===== src/rtl/mem_port_arbiter_if.sv =====
// Bundle of the fetch, data and unified-RAM signals around mem_port_arbiter.
// The slave modport is the arbiter's view; master is the environment's view
// (core request/response ports plus the RAM read-data return).
interface mem_port_arbiter_if #(
  parameter int XLEN = 32
);
  logic            if_req_valid;
  logic            if_req_ready;
  logic [XLEN-1:0] if_req_addr;
  logic            if_rsp_valid;
  logic [XLEN-1:0] if_rsp_data;

  logic            d_req_valid;
  logic            d_req_ready;
  logic            d_req_we;
  logic [XLEN-1:0] d_req_addr;
  logic [XLEN-1:0] d_req_wdata;
  logic            d_rsp_valid;
  logic [XLEN-1:0] d_rsp_data;

  logic            mem_en;
  logic            mem_we;
  logic [XLEN-1:0] mem_addr;
  logic [XLEN-1:0] mem_wdata;
  logic [XLEN-1:0] mem_rdata;

  modport slave (
    input  if_req_valid, if_req_addr,
    input  d_req_valid, d_req_we, d_req_addr, d_req_wdata,
    input  mem_rdata,
    output if_req_ready, if_rsp_valid, if_rsp_data,
    output d_req_ready, d_rsp_valid, d_rsp_data,
    output mem_en, mem_we, mem_addr, mem_wdata
  );

  modport master (
    output if_req_valid, if_req_addr,
    output d_req_valid, d_req_we, d_req_addr, d_req_wdata,
    output mem_rdata,
    input  if_req_ready, if_rsp_valid, if_rsp_data,
    input  d_req_ready, d_rsp_valid, d_rsp_data,
    input  mem_en, mem_we, mem_addr, mem_wdata
  );
endinterface


===== src/rtl/mem_port_arbiter.sv =====
// mem_port_arbiter: shares one single-port synchronous RAM between the
// instruction-fetch port and the data port. One access per cycle; read data
// is steered back to the owning port one cycle after the grant.
//
// Build option MEM_ARB_ROUND_ROBIN_EN:
//   undefined - data port has priority; a fetch that has lost MAX_WAIT
//               consecutive cycles is forced to win the next conflict.
//   defined   - conflicts alternate between the ports (data wins the first).
module mem_port_arbiter #(
  parameter int XLEN     = 32,
  parameter int MAX_WAIT = 4
) (
  input logic               clk,
  input logic               n_rst,
  mem_port_arbiter_if.slave bus
);

  typedef enum logic {
    OWNER_IF = 1'b0,
    OWNER_D  = 1'b1
  } owner_e;

  logic   grant_if_s;
  logic   grant_d_s;
  logic   conflict_s;

  logic   if_rsp_valid_r;
  logic   d_rsp_valid_r;
  logic   rsp_store_r;
  owner_e rsp_owner_r;

`ifdef MEM_ARB_ROUND_ROBIN_EN
  owner_e last_winner_r;
`else
  localparam logic [3:0] MAX_WAIT_C = 4'(MAX_WAIT);
  logic [3:0] wait_cnt_r;
`endif

  assign conflict_s = bus.if_req_valid && bus.d_req_valid;

  // Per-cycle grant decision; nothing is granted while reset is asserted.
  always_comb begin
    grant_if_s = 1'b0;
    grant_d_s  = 1'b0;
    if (!n_rst) begin
      grant_if_s = 1'b0;
      grant_d_s  = 1'b0;
    end else if (conflict_s) begin
`ifdef MEM_ARB_ROUND_ROBIN_EN
      if (last_winner_r == OWNER_D) begin
        grant_if_s = 1'b1;
      end else begin
        grant_d_s = 1'b1;
      end
`else
      if (wait_cnt_r == MAX_WAIT_C) begin
        grant_if_s = 1'b1;
      end else begin
        grant_d_s = 1'b1;
      end
`endif
    end else if (bus.if_req_valid) begin
      grant_if_s = 1'b1;
    end else if (bus.d_req_valid) begin
      grant_d_s = 1'b1;
    end else begin
      grant_if_s = 1'b0;
      grant_d_s  = 1'b0;
    end
  end

  assign bus.if_req_ready = grant_if_s;
  assign bus.d_req_ready  = grant_d_s;

  // RAM command mux: granted port drives the RAM, idle cycles drive zeros.
  always_comb begin
    bus.mem_en    = 1'b0;
    bus.mem_we    = 1'b0;
    bus.mem_addr  = {XLEN{1'b0}};
    bus.mem_wdata = {XLEN{1'b0}};
    case ({grant_if_s, grant_d_s})
      2'b10: begin
        bus.mem_en   = 1'b1;
        bus.mem_addr = bus.if_req_addr;
      end
      2'b01: begin
        bus.mem_en    = 1'b1;
        bus.mem_we    = bus.d_req_we;
        bus.mem_addr  = bus.d_req_addr;
        bus.mem_wdata = bus.d_req_wdata;
      end
      default: begin
        bus.mem_en    = 1'b0;
        bus.mem_we    = 1'b0;
        bus.mem_addr  = {XLEN{1'b0}};
        bus.mem_wdata = {XLEN{1'b0}};
      end
    endcase
  end

  // Response pipeline: remember who was granted so the next cycle's RAM data
  // (or a store ack) goes to that port only.
  always_ff @(posedge clk or negedge n_rst) begin
    if (!n_rst) begin
      if_rsp_valid_r <= 1'b0;
      d_rsp_valid_r  <= 1'b0;
      rsp_store_r    <= 1'b0;
      rsp_owner_r    <= OWNER_IF;
    end else begin
      if_rsp_valid_r <= grant_if_s;
      d_rsp_valid_r  <= grant_d_s;
      rsp_store_r    <= grant_d_s && bus.d_req_we;
      if (grant_d_s) begin
        rsp_owner_r <= OWNER_D;
      end else if (grant_if_s) begin
        rsp_owner_r <= OWNER_IF;
      end else begin
        rsp_owner_r <= rsp_owner_r;
      end
    end
  end

  assign bus.if_rsp_valid = if_rsp_valid_r;
  assign bus.d_rsp_valid  = d_rsp_valid_r;

  // Read-data steering; the non-owner and store acks see zero.
  always_comb begin
    bus.if_rsp_data = {XLEN{1'b0}};
    bus.d_rsp_data  = {XLEN{1'b0}};
    if (if_rsp_valid_r && (rsp_owner_r == OWNER_IF)) begin
      bus.if_rsp_data = bus.mem_rdata;
    end else if (d_rsp_valid_r && (rsp_owner_r == OWNER_D) && !rsp_store_r) begin
      bus.d_rsp_data = bus.mem_rdata;
    end else begin
      bus.if_rsp_data = {XLEN{1'b0}};
      bus.d_rsp_data  = {XLEN{1'b0}};
    end
  end

`ifdef MEM_ARB_ROUND_ROBIN_EN
  // Remember the winner of the latest conflict; uncontested grants leave it.
  always_ff @(posedge clk or negedge n_rst) begin
    if (!n_rst) begin
      last_winner_r <= OWNER_IF;
    end else if (conflict_s && grant_d_s) begin
      last_winner_r <= OWNER_D;
    end else if (conflict_s && grant_if_s) begin
      last_winner_r <= OWNER_IF;
    end else begin
      last_winner_r <= last_winner_r;
    end
  end
`else
  // Starvation guard: count consecutive cycles a pending fetch is refused.
  always_ff @(posedge clk or negedge n_rst) begin
    if (!n_rst) begin
      wait_cnt_r <= 4'd0;
    end else if (!bus.if_req_valid || grant_if_s) begin
      wait_cnt_r <= 4'd0;
    end else if (wait_cnt_r != MAX_WAIT_C) begin
      wait_cnt_r <= wait_cnt_r + 4'd1;
    end else begin
      wait_cnt_r <= wait_cnt_r;
    end
  end
`endif

endmodule


===== src/flat_wrapper.sv =====
// flat-port wrapper written by rule: the top's interface ports become plain ports
module mem_port_arbiter_flat 
#(
  parameter int XLEN     = 32,
  parameter int MAX_WAIT = 4
)
  (clk, n_rst, bus_if_req_valid, bus_if_req_addr, bus_d_req_valid, bus_d_req_we, bus_d_req_addr, bus_d_req_wdata, bus_mem_rdata, bus_if_req_ready, bus_if_rsp_valid, bus_if_rsp_data, bus_d_req_ready, bus_d_rsp_valid, bus_d_rsp_data, bus_mem_en, bus_mem_we, bus_mem_addr, bus_mem_wdata);
  mem_port_arbiter_if #(.XLEN(XLEN)) bus_i ();
  input logic clk;
  input logic n_rst;
  input wire logic [$bits(bus_i.if_req_valid)-1:0] bus_if_req_valid;
  input wire logic [$bits(bus_i.if_req_addr)-1:0] bus_if_req_addr;
  input wire logic [$bits(bus_i.d_req_valid)-1:0] bus_d_req_valid;
  input wire logic [$bits(bus_i.d_req_we)-1:0] bus_d_req_we;
  input wire logic [$bits(bus_i.d_req_addr)-1:0] bus_d_req_addr;
  input wire logic [$bits(bus_i.d_req_wdata)-1:0] bus_d_req_wdata;
  input wire logic [$bits(bus_i.mem_rdata)-1:0] bus_mem_rdata;
  output wire logic [$bits(bus_i.if_req_ready)-1:0] bus_if_req_ready;
  output wire logic [$bits(bus_i.if_rsp_valid)-1:0] bus_if_rsp_valid;
  output wire logic [$bits(bus_i.if_rsp_data)-1:0] bus_if_rsp_data;
  output wire logic [$bits(bus_i.d_req_ready)-1:0] bus_d_req_ready;
  output wire logic [$bits(bus_i.d_rsp_valid)-1:0] bus_d_rsp_valid;
  output wire logic [$bits(bus_i.d_rsp_data)-1:0] bus_d_rsp_data;
  output wire logic [$bits(bus_i.mem_en)-1:0] bus_mem_en;
  output wire logic [$bits(bus_i.mem_we)-1:0] bus_mem_we;
  output wire logic [$bits(bus_i.mem_addr)-1:0] bus_mem_addr;
  output wire logic [$bits(bus_i.mem_wdata)-1:0] bus_mem_wdata;
  assign bus_i.if_req_valid = bus_if_req_valid;
  assign bus_i.if_req_addr = bus_if_req_addr;
  assign bus_i.d_req_valid = bus_d_req_valid;
  assign bus_i.d_req_we = bus_d_req_we;
  assign bus_i.d_req_addr = bus_d_req_addr;
  assign bus_i.d_req_wdata = bus_d_req_wdata;
  assign bus_i.mem_rdata = bus_mem_rdata;
  assign bus_if_req_ready = bus_i.if_req_ready;
  assign bus_if_rsp_valid = bus_i.if_rsp_valid;
  assign bus_if_rsp_data = bus_i.if_rsp_data;
  assign bus_d_req_ready = bus_i.d_req_ready;
  assign bus_d_rsp_valid = bus_i.d_rsp_valid;
  assign bus_d_rsp_data = bus_i.d_rsp_data;
  assign bus_mem_en = bus_i.mem_en;
  assign bus_mem_we = bus_i.mem_we;
  assign bus_mem_addr = bus_i.mem_addr;
  assign bus_mem_wdata = bus_i.mem_wdata;
  mem_port_arbiter #(.XLEN(XLEN), .MAX_WAIT(MAX_WAIT)) u_core (.clk(clk), .n_rst(n_rst), .bus(bus_i));
endmodule

===== config.mk =====
export PLATFORM = sky130hd
export DESIGN_NAME = mem_port_arbiter_flat
export DESIGN_NICKNAME = d
export VERILOG_FILES = /design/src/rtl/mem_port_arbiter_if.sv /design/src/rtl/mem_port_arbiter.sv /design/src/flat_wrapper.sv
export SDC_FILE = /design/constraint.sdc
export NUM_CORES = 1
export LEC_CHECK = 0
export BUFFER_PORTS_ARGS = -buffer_cell sky130_fd_sc_hd__buf_2
export CAP_MARGIN = 20
export CORE_AREA = 2 2 105 107
export DETAILED_ROUTE_END_ITERATION = 10
export DIE_AREA = 0 0 107 109
export PLACE_DENSITY_LB_ADDON = 0.25
export SLEW_MARGIN = 20
export SYNTH_ARGS = -nofsm -noshare
export SYNTH_HDL_FRONTEND = slang
export SYNTH_SLANG_ARGS = --single-unit

===== constraint.sdc =====
create_clock -name clk -period 3 [get_ports clk]
set_input_delay 0.6 -clock clk [delete_from_list [all_inputs] [get_ports clk]]
set_output_delay 0.6 -clock clk [all_outputs]
set_load 0.05 [all_outputs]

==> Word-level counts from Yosys, hierarchy flattened <==
Index checks and enable logic that the tools add are counted.
{ "op_classes": {"add_sub_neg": 1, "mul": 0, "div": 0, "order_cmp": 0, "eq_ne": 4, "shifts": 0, "n_mux": 20, "bitwise_logic": 1, "reduce_logical": 11} }
{ "ops": {"columns": ["op", "count"], "rows": [
  ["$mux W32", 4],
  ["$pmux W32 S2", 1],
  ["$mux W1", 13],
  ["$mux W4", 2],
  ["$logic_and A1 B1 Y1", 5],
  ["$add A4 B1 Y4 const B", 1],
  ["$eq A4 B3 Y1 const B", 1],
  ["$ne A4 B3 Y1 const B", 1],
  ["$reduce_bool A2 Y1", 2],
  ["$eq A2 B1 Y1 const B", 1],
  ["$eq A2 B2 Y1 const B", 1],
  ["$logic_not A1 Y1", 2],
  ["$reduce_or A2 Y1", 1],
  ["$logic_or A1 B1 Y1", 1],
  ["$not A1 Y1", 1]
]} }
{ "totals": {"register_bits": 8, "latchBits": 0, "ram_bits": 0, "mem_bits_ro": 0, "inputBits": 133, "output_inout_bits": 134, "wordCells": 42, "mem_count": 0} }

==> Longest topological paths before layout <==
Gate-level depths: netlist of the first run.
{ "depth": {"depth_word": 7, "ltp_mapped": 10, "mapped_depth_nobuf": 8} }

==> Worst setup path before layout of the first run <==
OpenSTA, ideal clock, no wires.
{ "synth_path": {"kind": "reg-to-output", "from": "register u_core.wait_cnt_r[0]", "to": "output bus_mem_addr[14]", "arrival_ns": 2.752, "required_time_ns": 2.400, "path_slack_ns": -0.352, "path_stages_with_launch": 10, "path_buffers": 1, "path_cell_list": "dfrtp_1 > inv_1 > ha_1 > nand3b_1 > nand2_1 > and3_1 > ha_1 > clkbuf_1 > a22oi_1 > nor2b_1"} }
{ "synth_via": {"elab_chain_cells": 6, "word_cells_on_any_way": 10, "classes_between": "3 x eq/ne; 7 x mux"} }
{ "synth_lines": {"columns": ["item", "line_no", "rtl"], "rows": [
  ["start, declared", "mem_port_arbiter.sv:36", "logic [3:0] wait_cnt_r;"],
  ["start signal, assigned", "mem_port_arbiter.sv:161", "wait_cnt_r <= wait_cnt_r + 4'd1;"],
  ["start signal, assigned", "mem_port_arbiter.sv:163", "wait_cnt_r <= wait_cnt_r;"],
  ["$eq A4 B3 Y1 *", "mem_port_arbiter.sv:56", "if (wait_cnt_r == MAX_WAIT_C) begin"],
  ["$mux W1 *", "mem_port_arbiter.sv:56", null],
  ["$mux W1 *", "mem_port_arbiter.sv:48", "end else if (conflict_s) begin"],
  ["$mux W1 *", "mem_port_arbiter.sv:45", "if (!n_rst) begin"],
  ["named net bus_if_req_ready", "flat_wrapper.sv:18", "output wire logic [$bits(bus_i.if_req_ready)-1:0] bus_if_req_ready;"],
  ["$eq A2 B1 Y1 / $eq A2 B2 Y1 (equally long branches)", "mem_port_arbiter.sv:81", "case ({grant_if_s, grant_d_s})"],
  ["$pmux W32 S2 *", "mem_port_arbiter.sv:81", null],
  ["end, declared", "flat_wrapper.sv:26", "output wire logic [$bits(bus_i.mem_addr)-1:0] bus_mem_addr;"]
]} }
Mark *: on every way through the listed nets, which the timed path passes. The rest lies on a longest branch.

==> Final worst setup path of the first run <==
{ "layout_path": {"from": "register u_core.wait_cnt_r[0]", "to": "output bus_mem_addr[22]"} }
{ "layout_via": {"elab_chain_cells": 6, "word_cells_on_any_way": 10, "classes_between": "3 x eq/ne; 7 x mux"} }
{ "layout_lines": {"columns": ["item", "line_no"], "rows": [
  ["$eq A4 B3 Y1 *", "mem_port_arbiter.sv:56"],
  ["$mux W1", "mem_port_arbiter.sv:56"],
  ["$mux W1", "mem_port_arbiter.sv:48"],
  ["$mux W1", "mem_port_arbiter.sv:45"],
  ["$eq A2 B1 Y1 / $eq A2 B2 Y1 (equally long branches)", "mem_port_arbiter.sv:81"],
  ["$pmux W32 S2 *", "mem_port_arbiter.sv:81"]
]} }
Every way passes the cells marked *; elsewhere a longest branch is shown, timed or not.

==> results of run 1 <==
==> cell families after synthesis <==
group	count (synthesis)	share of synthesized area [%]
simple gates	146	58.0
compound gates	38	18.3
buf+inv	24	6.05
flops	8	12.6
fa+ha+maj	5	3.93
xor+xnor	2	1.10
==> power breakdown <==
| part | internal, W | total [W] | switching [W] |
|---|---|---|---|
| Combinational | 0.000217 | 0.000574 | 0.000357 |
| Sequential | 0.000116 | 0.000122 | 0.00000618 |
| Clock | 0.0000868 | 0.000128 | 0.0000414 |
| Total | 0.000420 | 0.000825 | 0.000405 |
==> state kept, by name (all words and copies together) (netlist names) <==
name / flops
u_core.rsp_owner_r: 1
u_core.wait_cnt_r: 4
u_core.rsp_store_r: 1
u_core.bus.d_rsp_valid: 1
u_core.bus.if_rsp_valid: 1
==> worst paths after layout <==
path | start | to | slack, ps | cells after the start
setup / recovery | u_core.wait_cnt_r[0]$_DFFE_PN0P_ | bus_mem_addr[22] | 100 | 10
hold / removal | n_rst | u_core.wait_cnt_r[3]$_DFFE_PN0P_ | 200 | 1
setup reg to reg | u_core.wait_cnt_r[0]$_DFFE_PN0P_ | u_core.rsp_owner_r$_DFFE_PN0P_ | 1500 | 7
hold reg to reg | u_core.rsp_owner_r$_DFFE_PN0P_ | u_core.rsp_owner_r$_DFFE_PN0P_ | 510 | 2
max in group asynchronous | n_rst | u_core.bus.if_rsp_valid$_DFF_PN0_ | 2480 | 2
min in group clk | u_core.rsp_owner_r$_DFFE_PN0P_ | u_core.rsp_owner_r$_DFFE_PN0P_ | 510 | 2
==> through the flow <==
step	hold slack, ps	instances	power (W)
after global routing	203	622	0.000871
after detailed placement	438	615	0.000670
after CTS	190	618	0.000811
after global placement	434	615	0.000666
after floorplan	304	223	0.000489
final	195	622	0.000825
==> layout by cell type, fill, tap and decap left out, drive strengths merged <==
cell | netlist | layout
dfrtp | 8 | 8
clkbuf | 14 | 8
nand3b | 1 | 1
and2b | 1 | 1
and2 | 98 | 98
nor2b | 33 | 33
and3 | 3 | 3
ha | 5 | 5
xnor2 | 2 | 2
a21o | 1 | 1
and3b | 1 | 1
nand2 | 4 | 4
a31o | 1 | 1
nand3 | 4 | 4
o21ai | 1 | 1
nor2 | 1 | 1
a221oi | 1 | 1
o311ai | 1 | 1
inv | 5 | 5
a21oi | 1 | 1
a22oi | 32 | 32
buf | 5 | 270
==> worst register-to-register path, stage by stage (launching register included) <==
cell and delay [ps]:
dfrtp_1 380, inv_1 70, ha_1 210, and3b_4 210, a21o_4 250, ha_4 160
nand2_1 50, o21ai_1 50
==> cell type report <==
type	count	area share (%)
Clock buffer	3	1.17
Inverter	5	0.531
Multi-Input combinational cell	191	42.9
Sequential cell	8	5.66
Tap cell	140	4.96
Timing Repair Buffer	275	44.8
==> routing by layer <==
layer	up-vias	part of all wire [%]	GRT usage, %
met4	0	1.2	2.88
li1	1253	-	-
met1	1105	36	11.0
met2	173	52	21.2
met3	7	10	1.85
met5	-	0	0
==> repair_timing <==
item,4_1_cts,5_1_grt
setup endpoints to repair,30,64
cloned,0,3
setup buffers,0,1
endpoints found under the hold margin,0,0
resized for setup,30,9
==> implementation parameters, run 1 <==
Parameter                              Value

Run status
  Run status ... finished clean

Global routing
  Number of antenna violations at the first check in global routing ... 0
  Global-route congestion overflow total ... 0
  Wire length of the first global-routing pass ... between 9000 and 10,000 um
  Pin count of the biggest net entering global routing ... 66
  Overall fraction of global-route tracks in use ... a little over a tenth
  Vias in the first global route ... ~2.2k

Finish
  Area taken by flip-flops and latches ... ~200 um^2
  Multi-input combinational cell area ... approximately 1500 um^2
  Layout cells sized above 1 ... between 60% and 70%
  Final core utilization ... about a third
  NumNets Final ... ~620
  Layout Area Growth over Synthesis ... 122%
  Cell area after layout ... 3530 um^2
  ANT cells ... 0
  Number of fill cells in the layout ... around 1.1k

Floorplan
  Effective utilization at floorplan ... 15.0%
  Area inside the core boundary ... ~11,000 um^2
  Die height ... 109 um
  Standard-cell row count ... 38
  DIE AREA ... about 12,000 um^2
  IO Pins ... about 270
  Width of the die ... 107 um

Setup path
  Critical path's top delay family ... simple AND/OR/NAND/NOR gates
  WS Path Type ... reg -> out
  Setup crit end kind ... output port
  Crit path DAT ... between 2000 and 2500 ps
  Ordered list of cells on the worst path ... inv_1, ha_1, nand3b_1, nand2_2, and3_1, ha_4, clkbuf_16, a22oi_1, nor2b_4, buf_4
  Slowest cell delay on critical path ... 380 ps
  Worst Setup Start Kind ... flop
  Crit-path max FO ... 16
  Buffers & Inverters on Critical Path ... 3
  Master of the slowest instance on the critical path ... dfrtp_1
  Data required time of the critical path ... 2400 ps

Clocking
  Clock-pin slew on the worst setup and hold paths ... 40 ps
  CTS hold repair buffers ... 0
  CTS root buf ... clkbuf_8
  CTS sink count ... 8
  Level count of the clock H-tree ... 1
  Skew-Pair Late Insertion Delay ... around 230 ps
  CTS tree ... done
  Total CTS buffers ... 3
  Maximum root-to-sink buffer count ... 2

Route
  Residual antenna-violating net count after detailed routing ... 0
  Average routed wire per standard cell ... around 12 um
  DRC violation count after routing ... 0
  Initial detailed-routing violation count ... roughly 130
  Post-Route WL ... between 7000 and 8000 um
  DR pass1 iterations ... 4
  Vias/cell ... slightly above 4
  Routed vias ... ~2.5k

Flow run
  Maximum Capacitance Violations ... 0

Pwr
  P_leak ... ~2.0 nW
  Peak ir drop on the vdd network ... roughly 0.11 mV
  Power density over the cells ... 233 nW/um^2

STA
  Relative slew slack ... a little under 50%
  Maximum clock frequency ... 345 MHz
  Worst slew pin tran ... just under 800 ps
  Final worst slack ... around 100 ps
  Final number of hold-violating endpoints ... 0
  Part of the cycle the worst path needs ... 96.6%
  Count of pins over their slew limit ... 0
  Time the worst path needs with I/O delays and setup ... ~2900 ps
  Clock Skew ... between 6 and 7 ps
  Setup violators final ... 0
  Sum of negative setup slack ... 0 ps

Synthesis
  Post-synth top area share ... 32.6%
  Top FF cell, synth ... dfrtp_1
  Number of flops mapped to enable cells by yosys ... 0
  Yosys reg bits ... 8
  Dominant cell by count in the synthesized netlist ... and2_1
  Synth Instances ... about 220
  Synth top cells by count ... and2_1, nor2b_1, a22oi_1, and2_2, clkbuf_1
  Syn nets ... roughly 360
  Share of async-settable or async-resettable flops after synthesis ... between 90% and 100%
  Post-synthesis cell type count ... 24
  Synthesized area divided by synthesized cell count ... roughly 7.1 um^2
  Cell accounting for the most synthesized area ... and2_1
  Post-synth design cell area ... 1590 um^2
  Number of synthesis warnings ... 0
  Leading post-synthesis cells by cell area ... and2_1, a22oi_1, nor2b_1, dfrtp_1, and2_2
  Sequential cell area fraction in the yosys report ... about 13%

Placement
  HPWL after detailed placement ... about 6000 um
  Pre-CTS setup slack ... between 200 and 250 ps
  Number of I/O port buffers ... about 270
  Cell area after placement ... ~3300 um^2
  Placer congestion estimate ... approximately 0.77

Min path
  Min-Delay Path Class ... in -> async
Power figures use the tool's default switching activity.
==> run 2, diff against run 1 <==
--- a/config.mk
+++ b/config.mk
@@ -7,9 +7,9 @@
 export LEC_CHECK = 0
 export BUFFER_PORTS_ARGS = -buffer_cell sky130_fd_sc_hd__buf_2
 export CAP_MARGIN = 20
-export CORE_AREA = 2 2 105 107
+export CORE_AREA = 8 8 98 100
 export DETAILED_ROUTE_END_ITERATION = 10
-export DIE_AREA = 0 0 107 109
+export DIE_AREA = 0 0 106 108
 export PLACE_DENSITY_LB_ADDON = 0.25
 export SLEW_MARGIN = 20
 export SYNTH_ARGS = -nofsm -noshare
==> constraint.sdc (replaced) <==
create_clock -name clk -period 2.5 [get_ports clk]
set_input_delay 0.5 -clock clk [delete_from_list [all_inputs] [get_ports clk]]
set_output_delay 0.5 -clock clk [all_outputs]
set_load 0.05 [all_outputs]
==> implementation parameters, run 2 (synthesized netlist as in run 1, its figures left out) <==
Parameter                              Value

Run status
  Run status ... finished, violations left
  Violated checks ... setup timing

Finish
  Flip-flop count of the largest register after layout ... 4 (unchanged)
  Layout Area Growth over Synthesis ... 201%
  Layout cells sized above 1 ... 84.7% (+15 points)
  NumNets Final ... 655 (+5.3%)
  Area taken by flip-flops and latches ... 200 um^2 (unchanged)
  Multi-input combinational cell area ... 1850 um^2 (+22%)
  Largest register by flop count ... u_core.wait_cnt_r
  Number of fill cells in the layout ... 688 (-40%)
  Post-Layout Cell Count ... 620 (-0.32%)
  Commonest non-fill, non-tap cells in the layout ... buf_2, and2_1, buf_8
  Final core utilization ... 59.6% (+26 points)
  Most common cell after layout, fill and taps aside ... buf_2
  ANT cells ... 0 (unchanged)

STA
  Count of pins over their slew limit ... 0 (unchanged)
  Final worst slack ... -156 ps (-259 ps)
  Maximum clock frequency ... 377 MHz
  Part of the cycle the worst path needs ... 106%
  Worst hold margin ... 257 ps (+61.4 ps)
  Time the worst path needs with I/O delays and setup ... roughly 2700 ps
  Worst slew pin tran ... 318 ps (-451 ps)
  Sum of negative setup slack ... -7390 ps (-7390 ps)
  Clock Skew ... 7.72 ps (+1.46 ps)
  Final number of hold-violating endpoints ... 0 (unchanged)
  Setup repair after global routing missed its margin ... true
  Relative slew slack ... 78.6% (+30 points)
  Setup violators final ... 63 (+63)

Clocking
  CTS tree ... done
  CTS sink count ... 8 (unchanged)
  CTS hold repair buffers ... 0 (unchanged)
  Skew-Pair Late Insertion Delay ... 240 ps (about the same)
  Level count of the clock H-tree ... 1 (unchanged)
  CTS root buf ... clkbuf_8
  Maximum root-to-sink buffer count ... 2 (unchanged)
  Total CTS buffers ... 3 (unchanged)
  Clock-pin slew on the worst setup and hold paths ... 50 ps (about the same)

Setup path
  Setup crit end kind ... output port
  Crit-path max FO ... 6 (-10)
  Dominant cell type by count on the critical path ... ha_4
  Data required time of the critical path ... 2000 ps (-400 ps)
  WS Path Type ... reg -> out
  Slowest cell delay on critical path ... 380 ps (about the same)
  Ordered list of cells on the worst path ... inv_2, ha_4, and3b_4, a21o_4, inv_8, ha_4, buf_12, buf_16, a22oi_2, nor2b_4, buf_8
  Worst Setup Start Kind ... flop
  Crit path DAT ... 2160 ps (-140 ps)
  Master of the slowest instance on the critical path ... dfrtp_1

Route
  Average routed wire per standard cell ... 18.3 um (+49%)
  Vias/cell ... 4.44 (+8.8%)
  Routed vias ... 2,753 (+8.5%)
  Initial detailed-routing violation count ... 27 (-79%)
  Residual antenna-violating net count after detailed routing ... 0 (unchanged)
  Post-Route WL ... 11,300 um (+49%)
  DR pass1 iterations ... 4 (unchanged)
  DRC violation count after routing ... 0 (unchanged)

Floorplan
  Width of the die ... 106 um (-0.93%)
  DIE AREA ... 11,400 um^2 (-1.8%)
  Standard-cell row count ... 33 (-13%)
  Area inside the core boundary ... 8050 um^2 (-24%)
  Die height ... 108 um (-0.92%)
  Effective utilization at floorplan ... 19.8% (+4.8 points)
  IO Pins ... 267 (unchanged)

Placement
  Number of cells after detailed placement ... 588 (-4.4%)
  Placer congestion estimate ... 0.832 (+7.8%)
  HPWL after detailed placement ... 7840 um (+31%)
  Number of I/O port buffers ... 266 (unchanged)

Global routing
  Global-route congestion overflow total ... 0 (unchanged)
  Wire length of the first global-routing pass ... 15,700 um (+58%)
  Overall fraction of global-route tracks in use ... 17.0% (+6.5 points)
  Vias in the first global route ... 2,964 (+38%)
  Pin count of the biggest net entering global routing ... 33 (-50%)
  Number of antenna violations at the first check in global routing ... 0 (unchanged)

Pwr
  Power density over the cells ... 267 nW/um^2 (+15%)
  Peak ir drop on the vdd network ... 0.135 mV (+23%)
  P_leak ... 2.45 nW (+22%)

Min path
  Min-Delay Path Class ... in -> async

Flow run
  Maximum Capacitance Violations ... 0 (unchanged)
## run 2: changes by cell type in the layout (fill, tap and decap cells not counted), sizes merged
cell	before	now
buf	270	303
## run 2: repair_timing
| item | CTS | global route |
|---|---|---|
| pin swaps | 9 | 12 |
| gates cloned | 6 | 6 |
| setup endpoints to repair | 66 | 66 |
| gates resized for setup | 194 | 59 |
| setup buffers | 8 | 10 |
| endpoints found under the hold margin | 0 | 0 |
## run 2: metrics by stage
step                setup WS [ps]  cell area [um^2]  total power (W)
floorplan                    2.38              1950         0.000626
global placement             58.6              3480         0.000851
detailed placement           2.93              3480         0.000859
CTS                          -154              4440          0.00121
global route                 -212              4800          0.00134
finish                       -156              4800          0.00128
## run 2: worst paths after layout
check,startpoint,end,slack (ps),depth (start not counted)
max,u_core.wait_cnt_r[0]$_DFFE_PN0P_,bus_mem_addr[3],-160,11
min,n_rst,u_core.wait_cnt_r[1]$_DFFE_PN0P_,260,2
max reg2reg,u_core.wait_cnt_r[0]$_DFFE_PN0P_,u_core.rsp_store_r$_DFF_PN0_,1090,7
min reg2reg,u_core.rsp_owner_r$_DFFE_PN0P_,u_core.rsp_owner_r$_DFFE_PN0P_,520,2
max in group asynchronous,n_rst,u_core.bus.d_rsp_valid$_DFF_PN0_,2090,2
min in group clk,u_core.rsp_owner_r$_DFFE_PN0P_,u_core.rsp_owner_r$_DFFE_PN0P_,520,2
## run 2: per-layer routing
layer	part of all wire, %	GRT usage (%)	vias to the layer above	wire length, um
met5	0	0	-	0
met4	1.2	3.52	0	136
met3	12	7.50	11	1420
met2	55	34.9	169	6210
met1	32	14.6	1240	3590
li1	-	-	1333	-
## run 2: layout make-up
cell class / count / area share (%)
clock buffer: 3 / 0.860
inverter: 5 / 0.548
multi-input combinational: 191 / 38.5
sequential: 8 / 4.17
tap: 105 / 2.74
timing repair buffer: 308 / 53.2
## run 2: report_power, final
part	total (W)	switching (W)	internal, W	leakage, nW
clock network	0.000160	0.0000554	0.000105	0.0216
logic	0.000977	0.000518	0.000459	2.32
registers	0.000145	0.00000616	0.000139	0.107
total	0.00128	0.000580	0.000703	2.45
## run 2: worst max-delay path: cells and delay by family, from the launching register on
family	cells	cell delay [ps]
AOI/OAI and AO/OA	2	410
adders and majority gates	2	300
buffers and inverters	5	540
DFF	1	380
and+or+nand+nor	2	270
